--- src/rtl/reg_write_back_if.sv ---
// Bus bundle for reg_write_back: two write-request sources, halt request,
// two read ports and status flags.
interface reg_write_back_if #(
  parameter int unsigned WIDTH = 16
);
  logic             mem_wr_en;
  logic [3:0]       mem_wr_addr;
  logic [WIDTH-1:0] mem_wr_data;
  logic             exe_wr_en;
  logic [3:0]       exe_wr_addr;
  logic [WIDTH-1:0] exe_wr_data;
  logic             do_halt;
  logic [3:0]       rd_addr1;
  logic [3:0]       rd_addr2;
  logic [WIDTH-1:0] rd_data1;
  logic [WIDTH-1:0] rd_data2;
  logic             wb_stall;
  logic             halted;

  modport master (
    output mem_wr_en, mem_wr_addr, mem_wr_data,
    output exe_wr_en, exe_wr_addr, exe_wr_data,
    output do_halt, rd_addr1, rd_addr2,
    input  rd_data1, rd_data2, wb_stall, halted
  );

  modport slave (
    input  mem_wr_en, mem_wr_addr, mem_wr_data,
    input  exe_wr_en, exe_wr_addr, exe_wr_data,
    input  do_halt, rd_addr1, rd_addr2,
    output rd_data1, rd_data2, wb_stall, halted
  );
endinterface

--- src/rtl/reg_write_back.sv ---
// Write-back stage + 16-entry register file: age-ordered single-port commit
// with a one-entry pending slot and drain-then-halt sequencing.
// Optional macro WB_BYPASS_EN: read ports forward in-flight writes.
module reg_write_back #(
  parameter int unsigned WIDTH = 16,
  parameter int unsigned NREG  = 16
) (
  input  logic            clk,
  input  logic            rst,
  reg_write_back_if.slave wb
);

  typedef enum logic [1:0] {
    S_RUN,
    S_DRAIN,
    S_HALTED
  } state_t;

  state_t           state, state_nxt;
  logic [WIDTH-1:0] regs [NREG];

  logic             pend_v;
  logic [3:0]       pend_a;
  logic [WIDTH-1:0] pend_d;

  logic             pend_v_nxt;
  logic [3:0]       pend_a_nxt;
  logic [WIDTH-1:0] pend_d_nxt;

  logic             wr_en;
  logic [3:0]       wr_a;
  logic [WIDTH-1:0] wr_d;

  logic m_v, e_v, halt_req;
  logic p_keep, m_keep, e_keep, e_use, violation;

  // In HALTED every request input is ignored.
  assign m_v      = wb.mem_wr_en && (state != S_HALTED);
  assign e_v      = wb.exe_wr_en && (state != S_HALTED);
  assign halt_req = wb.do_halt   && (state != S_HALTED);

  // Coalesce: a request is dropped when any younger request hits its address.
  assign p_keep    = pend_v && !(m_v && wb.mem_wr_addr == pend_a)
                            && !(e_v && wb.exe_wr_addr == pend_a);
  assign m_keep    = m_v && !(e_v && wb.exe_wr_addr == wb.mem_wr_addr);
  assign e_keep    = e_v;
  assign violation = p_keep && m_keep && e_keep;
  assign e_use     = e_keep && !violation;

  // Oldest surviving request goes to the array, the next one to the slot.
  always_comb begin
    wr_en      = 1'b0;
    wr_a       = '0;
    wr_d       = '0;
    pend_v_nxt = 1'b0;
    pend_a_nxt = pend_a;
    pend_d_nxt = pend_d;
    if (p_keep) begin
      wr_en = 1'b1;
      wr_a  = pend_a;
      wr_d  = pend_d;
      if (m_keep) begin
        pend_v_nxt = 1'b1;
        pend_a_nxt = wb.mem_wr_addr;
        pend_d_nxt = wb.mem_wr_data;
      end else if (e_use) begin
        pend_v_nxt = 1'b1;
        pend_a_nxt = wb.exe_wr_addr;
        pend_d_nxt = wb.exe_wr_data;
      end
    end else if (m_keep) begin
      wr_en = 1'b1;
      wr_a  = wb.mem_wr_addr;
      wr_d  = wb.mem_wr_data;
      if (e_use) begin
        pend_v_nxt = 1'b1;
        pend_a_nxt = wb.exe_wr_addr;
        pend_d_nxt = wb.exe_wr_data;
      end
    end else if (e_use) begin
      wr_en = 1'b1;
      wr_a  = wb.exe_wr_addr;
      wr_d  = wb.exe_wr_data;
    end
  end

  always_comb begin
    state_nxt = state;
    case (state)
      S_RUN:    if (halt_req) state_nxt = S_DRAIN;
      S_DRAIN:  if (!pend_v_nxt && !m_v && !e_v) state_nxt = S_HALTED;
      S_HALTED: state_nxt = S_HALTED;
      default:  state_nxt = S_RUN;
    endcase
  end

  always_ff @(posedge clk or posedge rst) begin
    if (rst) begin
      state  <= S_RUN;
      pend_v <= 1'b0;
      pend_a <= '0;
      pend_d <= '0;
      for (int unsigned i = 0; i < NREG; i++) regs[i] <= '0;
    end else begin
      state  <= state_nxt;
      pend_v <= pend_v_nxt;
      pend_a <= pend_a_nxt;
      pend_d <= pend_d_nxt;
      if (wr_en) regs[wr_a] <= wr_d;
    end
  end

`ifndef SYNTHESIS
  always_ff @(posedge clk) begin
    assert (rst || !violation)
      else $error("reg_write_back: three distinct write requests, exe request dropped");
  end
`endif

  logic [3:0]       ra [2];
  logic [WIDTH-1:0] rd [2];

  assign ra[0] = wb.rd_addr1;
  assign ra[1] = wb.rd_addr2;

  always_comb begin
    for (int unsigned i = 0; i < 2; i++) begin
      rd[i] = regs[ra[i]];
`ifdef WB_BYPASS_EN
      if (e_use && wb.exe_wr_addr == ra[i])
        rd[i] = wb.exe_wr_data;
      else if (m_v && wb.mem_wr_addr == ra[i])
        rd[i] = wb.mem_wr_data;
      else if (pend_v && pend_a == ra[i])
        rd[i] = pend_d;
`endif
    end
  end

  assign wb.rd_data1 = rd[0];
  assign wb.rd_data2 = rd[1];
  assign wb.wb_stall = pend_v;
  assign wb.halted   = (state == S_HALTED);

endmodule

--- src/flat_wrapper.sv ---
// flat-port wrapper written by rule: the top's interface ports become plain ports
module reg_write_back_flat 
#(
  parameter int unsigned WIDTH = 16,
  parameter int unsigned NREG  = 16
)
  (clk, rst, wb_mem_wr_en, wb_mem_wr_addr, wb_mem_wr_data, wb_exe_wr_en, wb_exe_wr_addr, wb_exe_wr_data, wb_do_halt, wb_rd_addr1, wb_rd_addr2, wb_rd_data1, wb_rd_data2, wb_wb_stall, wb_halted);
  reg_write_back_if #(.WIDTH(WIDTH)) wb_i ();
  input  logic clk;
  input  logic rst;
  input wire logic [$bits(wb_i.mem_wr_en)-1:0] wb_mem_wr_en;
  input wire logic [$bits(wb_i.mem_wr_addr)-1:0] wb_mem_wr_addr;
  input wire logic [$bits(wb_i.mem_wr_data)-1:0] wb_mem_wr_data;
  input wire logic [$bits(wb_i.exe_wr_en)-1:0] wb_exe_wr_en;
  input wire logic [$bits(wb_i.exe_wr_addr)-1:0] wb_exe_wr_addr;
  input wire logic [$bits(wb_i.exe_wr_data)-1:0] wb_exe_wr_data;
  input wire logic [$bits(wb_i.do_halt)-1:0] wb_do_halt;
  input wire logic [$bits(wb_i.rd_addr1)-1:0] wb_rd_addr1;
  input wire logic [$bits(wb_i.rd_addr2)-1:0] wb_rd_addr2;
  output wire logic [$bits(wb_i.rd_data1)-1:0] wb_rd_data1;
  output wire logic [$bits(wb_i.rd_data2)-1:0] wb_rd_data2;
  output wire logic [$bits(wb_i.wb_stall)-1:0] wb_wb_stall;
  output wire logic [$bits(wb_i.halted)-1:0] wb_halted;
  assign wb_i.mem_wr_en = wb_mem_wr_en;
  assign wb_i.mem_wr_addr = wb_mem_wr_addr;
  assign wb_i.mem_wr_data = wb_mem_wr_data;
  assign wb_i.exe_wr_en = wb_exe_wr_en;
  assign wb_i.exe_wr_addr = wb_exe_wr_addr;
  assign wb_i.exe_wr_data = wb_exe_wr_data;
  assign wb_i.do_halt = wb_do_halt;
  assign wb_i.rd_addr1 = wb_rd_addr1;
  assign wb_i.rd_addr2 = wb_rd_addr2;
  assign wb_rd_data1 = wb_i.rd_data1;
  assign wb_rd_data2 = wb_i.rd_data2;
  assign wb_wb_stall = wb_i.wb_stall;
  assign wb_halted = wb_i.halted;
  reg_write_back #(.WIDTH(WIDTH), .NREG(NREG)) u_core (.clk(clk), .rst(rst), .wb(wb_i));
endmodule
--- config.mk ---
export PLATFORM = sky130hd
export DESIGN_NAME = reg_write_back_flat
export DESIGN_NICKNAME = d
export VERILOG_FILES = /design/src/rtl/reg_write_back_if.sv /design/src/rtl/reg_write_back.sv /design/src/flat_wrapper.sv
export SDC_FILE = /design/constraint.sdc
export NUM_CORES = 1
export LEC_CHECK = 0
export BUFFER_PORTS_ARGS = -buffer_cell sky130_fd_sc_hd__clkbuf_2
export CORE_UTILIZATION = 50
export DETAILED_ROUTE_END_ITERATION = 12
export PLACE_DENSITY = 0.75
export SYNTH_ARGS = -nofsm -noshare
export SYNTH_HDL_FRONTEND = slang
export SYNTH_SLANG_ARGS = --single-unit
--- constraint.sdc ---
create_clock -name clk -period 11.5 [get_ports clk]
set_input_delay 2.3 -clock clk [delete_from_list [all_inputs] [get_ports clk]]
set_output_delay 2.3 -clock clk [all_outputs]
set_load 0.05 [all_outputs]
# == Word level (Yosys, flattened, before mapping) ==
# Cells that the tools add are included.
# W data, S select, Z words.
# word_totals
reg_bits,279
# classes
order_cmp,4
n_eq_ne,8
mux,31
bitwise_logic,3
n_reduce_logical,25
# op_table
operator,n
$bwmux W256,1
$mux W16,12
$bmux W16 S4,2
$demux W16 S4,1
$mux W4,7
$ge A5 B5 Y1 const B,3
$logic_and A1 B1 Y1,15
$not A4 Y5,3
$eq A4 B4 Y1,3
$logic_not A1 Y1,7
$pmux W2 S3,1
$lt A5 B1 Y1 const B,1
$mux W1,5
$mux W2,2
$ne A2 B1 Y1 const B,2
$eq A2 B1 Y1 const B,1
$eq A2 B2 Y1 const B,1
$logic_not A2 Y1,1
$ne A2 B2 Y1 const B,1
$reduce_and A2 Y1,1
$reduce_bool A2 Y1,1

# == Logic depth before layout (Yosys ltp) ==
# depth
word_depth,19
depth_mapped,12

# == Least setup slack after synthesis ==
# Ideal clock, no wire load.
# synth_path
path_type,input -> output
start,input wb_rd_addr1[0]
end,output wb_rd_data1[0]
t_arrival_ps,4408
required_ps,9200
path_slack_ps,4792
cell_stages,4
n_path_buf,2
cell_sequence,clkbuf_1 > buf_1 > mux4_2 > mux4_2
# synth_between
elab_chain_cells,4
# synth_rtl
item,line,source
start: declaration,flat_wrapper.sv:18,input wire logic [$bits(wb_i.rd_addr1)-1:0] wb_rd_addr1;
$not A4 Y5 (not written as such),reg_write_back.sv:128,rd[i] = regs[ra[i]];
$bmux W16 S4,reg_write_back.sv:128,
$mux W16 (not written as such) (2 in a row),reg_write_back.sv:128,
end: declaration,flat_wrapper.sv:20,output wire logic [$bits(wb_i.rd_data1)-1:0] wb_rd_data1;
# No other way between the ends. The select of a mux whose other input is x is not followed.

# == Worst setup path after layout ==
# layout_path
start,input wb_rd_addr1[0]
end,output wb_rd_data1[14]
# Same word-level chain as after synthesis.

==> flow_summary.json <==
{
  "status": "completed",
  "worst_setup_path_start_kind": "primary input",
  "slew_headroom_pct": 23.3,
  "postCtsHoldBufs": 0,
  "async_reset_ff_share_pct": 100,
  "synth_flop_cell": "dfrtp_1",
  "rsz0062_at_grt": "no",
  "globalplace.congestion": 0.821,
  "synthTopCellsByCount": "dfrtp_1, mux2_2, mux4_2",
  "drt_iter0_markers": 740,
  "cp_data_required_time_ns": 9.20,
  "total_power_mw": 4.86,
  "cp_cell_sequence": "buf_4 -> buf_4 -> mux4_2 -> mux4_2 -> clkbuf_2",
  "worst_slew_pin_slew_ns": 1.15,
  "muxShareOfSynthArea_pct": 42.2,
  "final_antenna_net_count": 0,
  "hold_slack_ns": 0.522,
  "leakagePower_nw": 7.39,
  "setup_viol": 0,
  "vias_per_cell": 6.63,
  "synth_top_cell_area_share_pct": 43.6,
  "yosys-top-cells-area": "dfrtp_1, mux4_2, mux2_2",
  "grt_pass1_vias": 10270,
  "min_from": "u_core.regs[90]$_DFFE_PP0P_",
  "antenna_found_initial": 0,
  "synthCells": 1021,
  "drt_drc_violations_left": 0,
  "cts_max_path_buffers": 3,
  "root_buffer": "clkbuf_16",
  "rr_worst_depth": 8,
  "drive_above_1_share_pct": 58.8,
  "worst_skew_pair.late_latency_ns": 0.58,
  "cellPowerDensity_mw_per_mm2": 276,
  "arrival_ns": 4.92,
  "fin_crit_ns": 7.22,
  "synth_area_leader_cell": "dfrtp_1",
  "wl_per_cell_um": 26.9,
  "r2r_start": "u_core.state[0]$_DFFE_PP0P_",
  "reg2reg_to": "u_core.regs[212]$_DFFE_PP0P_",
  "num_rows": 65,
  "critical-path-max-stage-delay_ns": 0.76,
  "drt_first_pass_iters": 4,
  "port_buffers": 86,
  "grt_pass1_wl_mm": 62.4,
  "synthXorXnorAreaFrac_pct": 0.750,
  "wl_mm": 40.0,
  "avgSynthCellArea_um2": 15.7,
  "clock-sinks": 279,
  "synth_simple_gate_area_share_pct": 2.63,
  "cp_top_family": "buffers and inverters",
  "grt-ovfl-total": 0,
  "die_w_um": 181,
  "cts_resized": 0,
  "path_clk_slew_ns": 0.06,
  "finalMaxSlewViolations": 0,
  "yosysUniqueCellTypes": 64,
  "cp_max_fo": 41,
  "hold_violations": 0,
  "critPathBufInv": 3,
  "dpl.hpwl_mm": 23.2,
  "cts_tree": "yes",
  "start_util_pct": 50.7,
  "max_freq_mhz": 138,
  "vdd_drop_max_v": 0.000144,
  "synth_compound_area_share_pct": 6.13,
  "htreeDepth": 1,
  "dr_total_vias": 9845,
  "finClkSkew_ns": 0.0206,
  "grt_max_degree": 151,
  "grt_use_total_pct": 25.2,
  "fillerInstances": 2480,
  "crit_path_end_kind": "primary output",
  "fin_crit_sh_pct": 62.8,
  "synth_nets": 1077,
  "numCtsBuffers": 31,
  "coreArea_mm2": 0.0316,
  "synth_top_family_by_area": "multiplexers",
  "hold_path_end": "u_core.regs[90]$_DFFE_PP0P_",
  "yosysMostFrequentCell": "dfrtp_1",
  "post_cts_buffers": 0,
  "synth_edf_count": 0,
  "min_delay_path_depth": 1,
  "cpMaxStageDelayCell": "buf_4",
  "crit_type": "in -> out",
  "ys_seq_elements": 279,
  "fin_ws_ns": 4.28,
  "drv_cap": 0,
  "yosysSeqAreaShare_pct": 43.6,
  "pre_cts_ws_ns": 4.21,
  "synthAdderAreaFrac_pct": 0.305,
  "synthToLayoutAreaGrowth_pct": 10.1,
  "syn_area_mm2": 0.0160,
  "insertedDiodeCount": 0,
  "dieArea_mm2": 0.0327,
  "die-height_um": 181,
  "worstHoldPathType": "reg -> reg",
  "fin_setup_tns_ns": 0,
  "pin_count": 87,
  "yosysWarnings": 0,
  "fin_nets": 1115,
  "rrSetupSlack_ns": 7.51
}
-- metrics by stage --
| step | util, % | instances | area (um2) |
|---|---|---|---|
| 3_5_place_dp | 52.4 | 1428 | 16500 |
| 3_3_place_gp | 52.4 | 1428 | 16500 |
| 4_1_cts | 55.9 | 1484 | 17600 |
| 5_1_grt | 55.9 | 1484 | 17600 |
| 2_1_floorplan | - | 1021 | 16000 |
| 6_report | 55.9 | 1484 | 17600 |
-- routing by layer --
metal	up-vias	wire length [um]	track usage (%)
met5	-	0	0
met4	0	1650	10.2
met3	105	2670	3.85
met2	390	19700	41.5
met1	5257	15900	33.6
li1	4093	-	-
-- worst max-delay path by stage --
| stage | startpoint | to | slack (ns) | cells past startpoint |
|---|---|---|---|---|
| 2_1_floorplan | rst | u_core.pend_a[0]$_DFFE_PP0P_ | 1.51 | 1 |
| 3_3_place_gp | wb_rd_addr1[0] | wb_rd_data1[13] | 4.22 | 5 |
| 3_5_place_dp | wb_rd_addr1[0] | wb_rd_data1[14] | 4.21 | 5 |
| 4_1_cts | wb_rd_addr1[0] | wb_rd_data1[12] | 4.20 | 5 |
| 5_1_grt | wb_rd_addr1[0] | wb_rd_data1[13] | 4.06 | 5 |
| 6_report | wb_rd_addr1[0] | wb_rd_data1[14] | 4.28 | 5 |
-- cell usage in the layout, fill, tap and decap left out, drive strengths merged, types with 8 or more instances in the layout --
cell type / Yosys / routed
buf: 72 / 22
o21ai: 26 / 26
nand2b: 9 / 9
mux2: 272 / 272
xor2: 8 / 8
inv: 23 / 24
o211ai: 17 / 17
mux4: 160 / 160
nand3: 21 / 21
o221a: 20 / 20
dfrtp: 279 / 279
clkbuf: 27 / 125
nand2: 10 / 10
-- cell type report --
cell class                 instances  area, um2  share of cell area (%)
clock buffer                      43        901                    5.11
clock inverter                    13        191                    1.09
inverter                          23       93.8                   0.532
multi-input combinational        620       8380                    47.5
sequential                       279       6980                    39.6
tap                              402        503                    2.85
timing repair buffer             104        583                    3.31
-- power by group --
part / switching [mW] / total (mW) / internal [mW]
clock: 0.406 / 1.04 / 0.636
sequential: 0.325 / 1.76 / 1.43
combinational: 1.03 / 2.07 / 1.03
-- registers in the layout (all words and copies together) (netlist names) --
| signal | cells |
|---|---|
| u_core.state | 2 |
| u_core.wb.wb_stall | 1 |
| u_core.regs | 256 |
| u_core.pend_d | 16 |
| u_core.pend_a | 4 |
-- cell families after synthesis --
logic type / Yosys count
buf+inv: 122
simple gates: 72
compound gates: 100
mux: 432
fa+ha+maj: 4
xor+xnor: 12
flops: 279
Power figures use the tool's default switching activity.
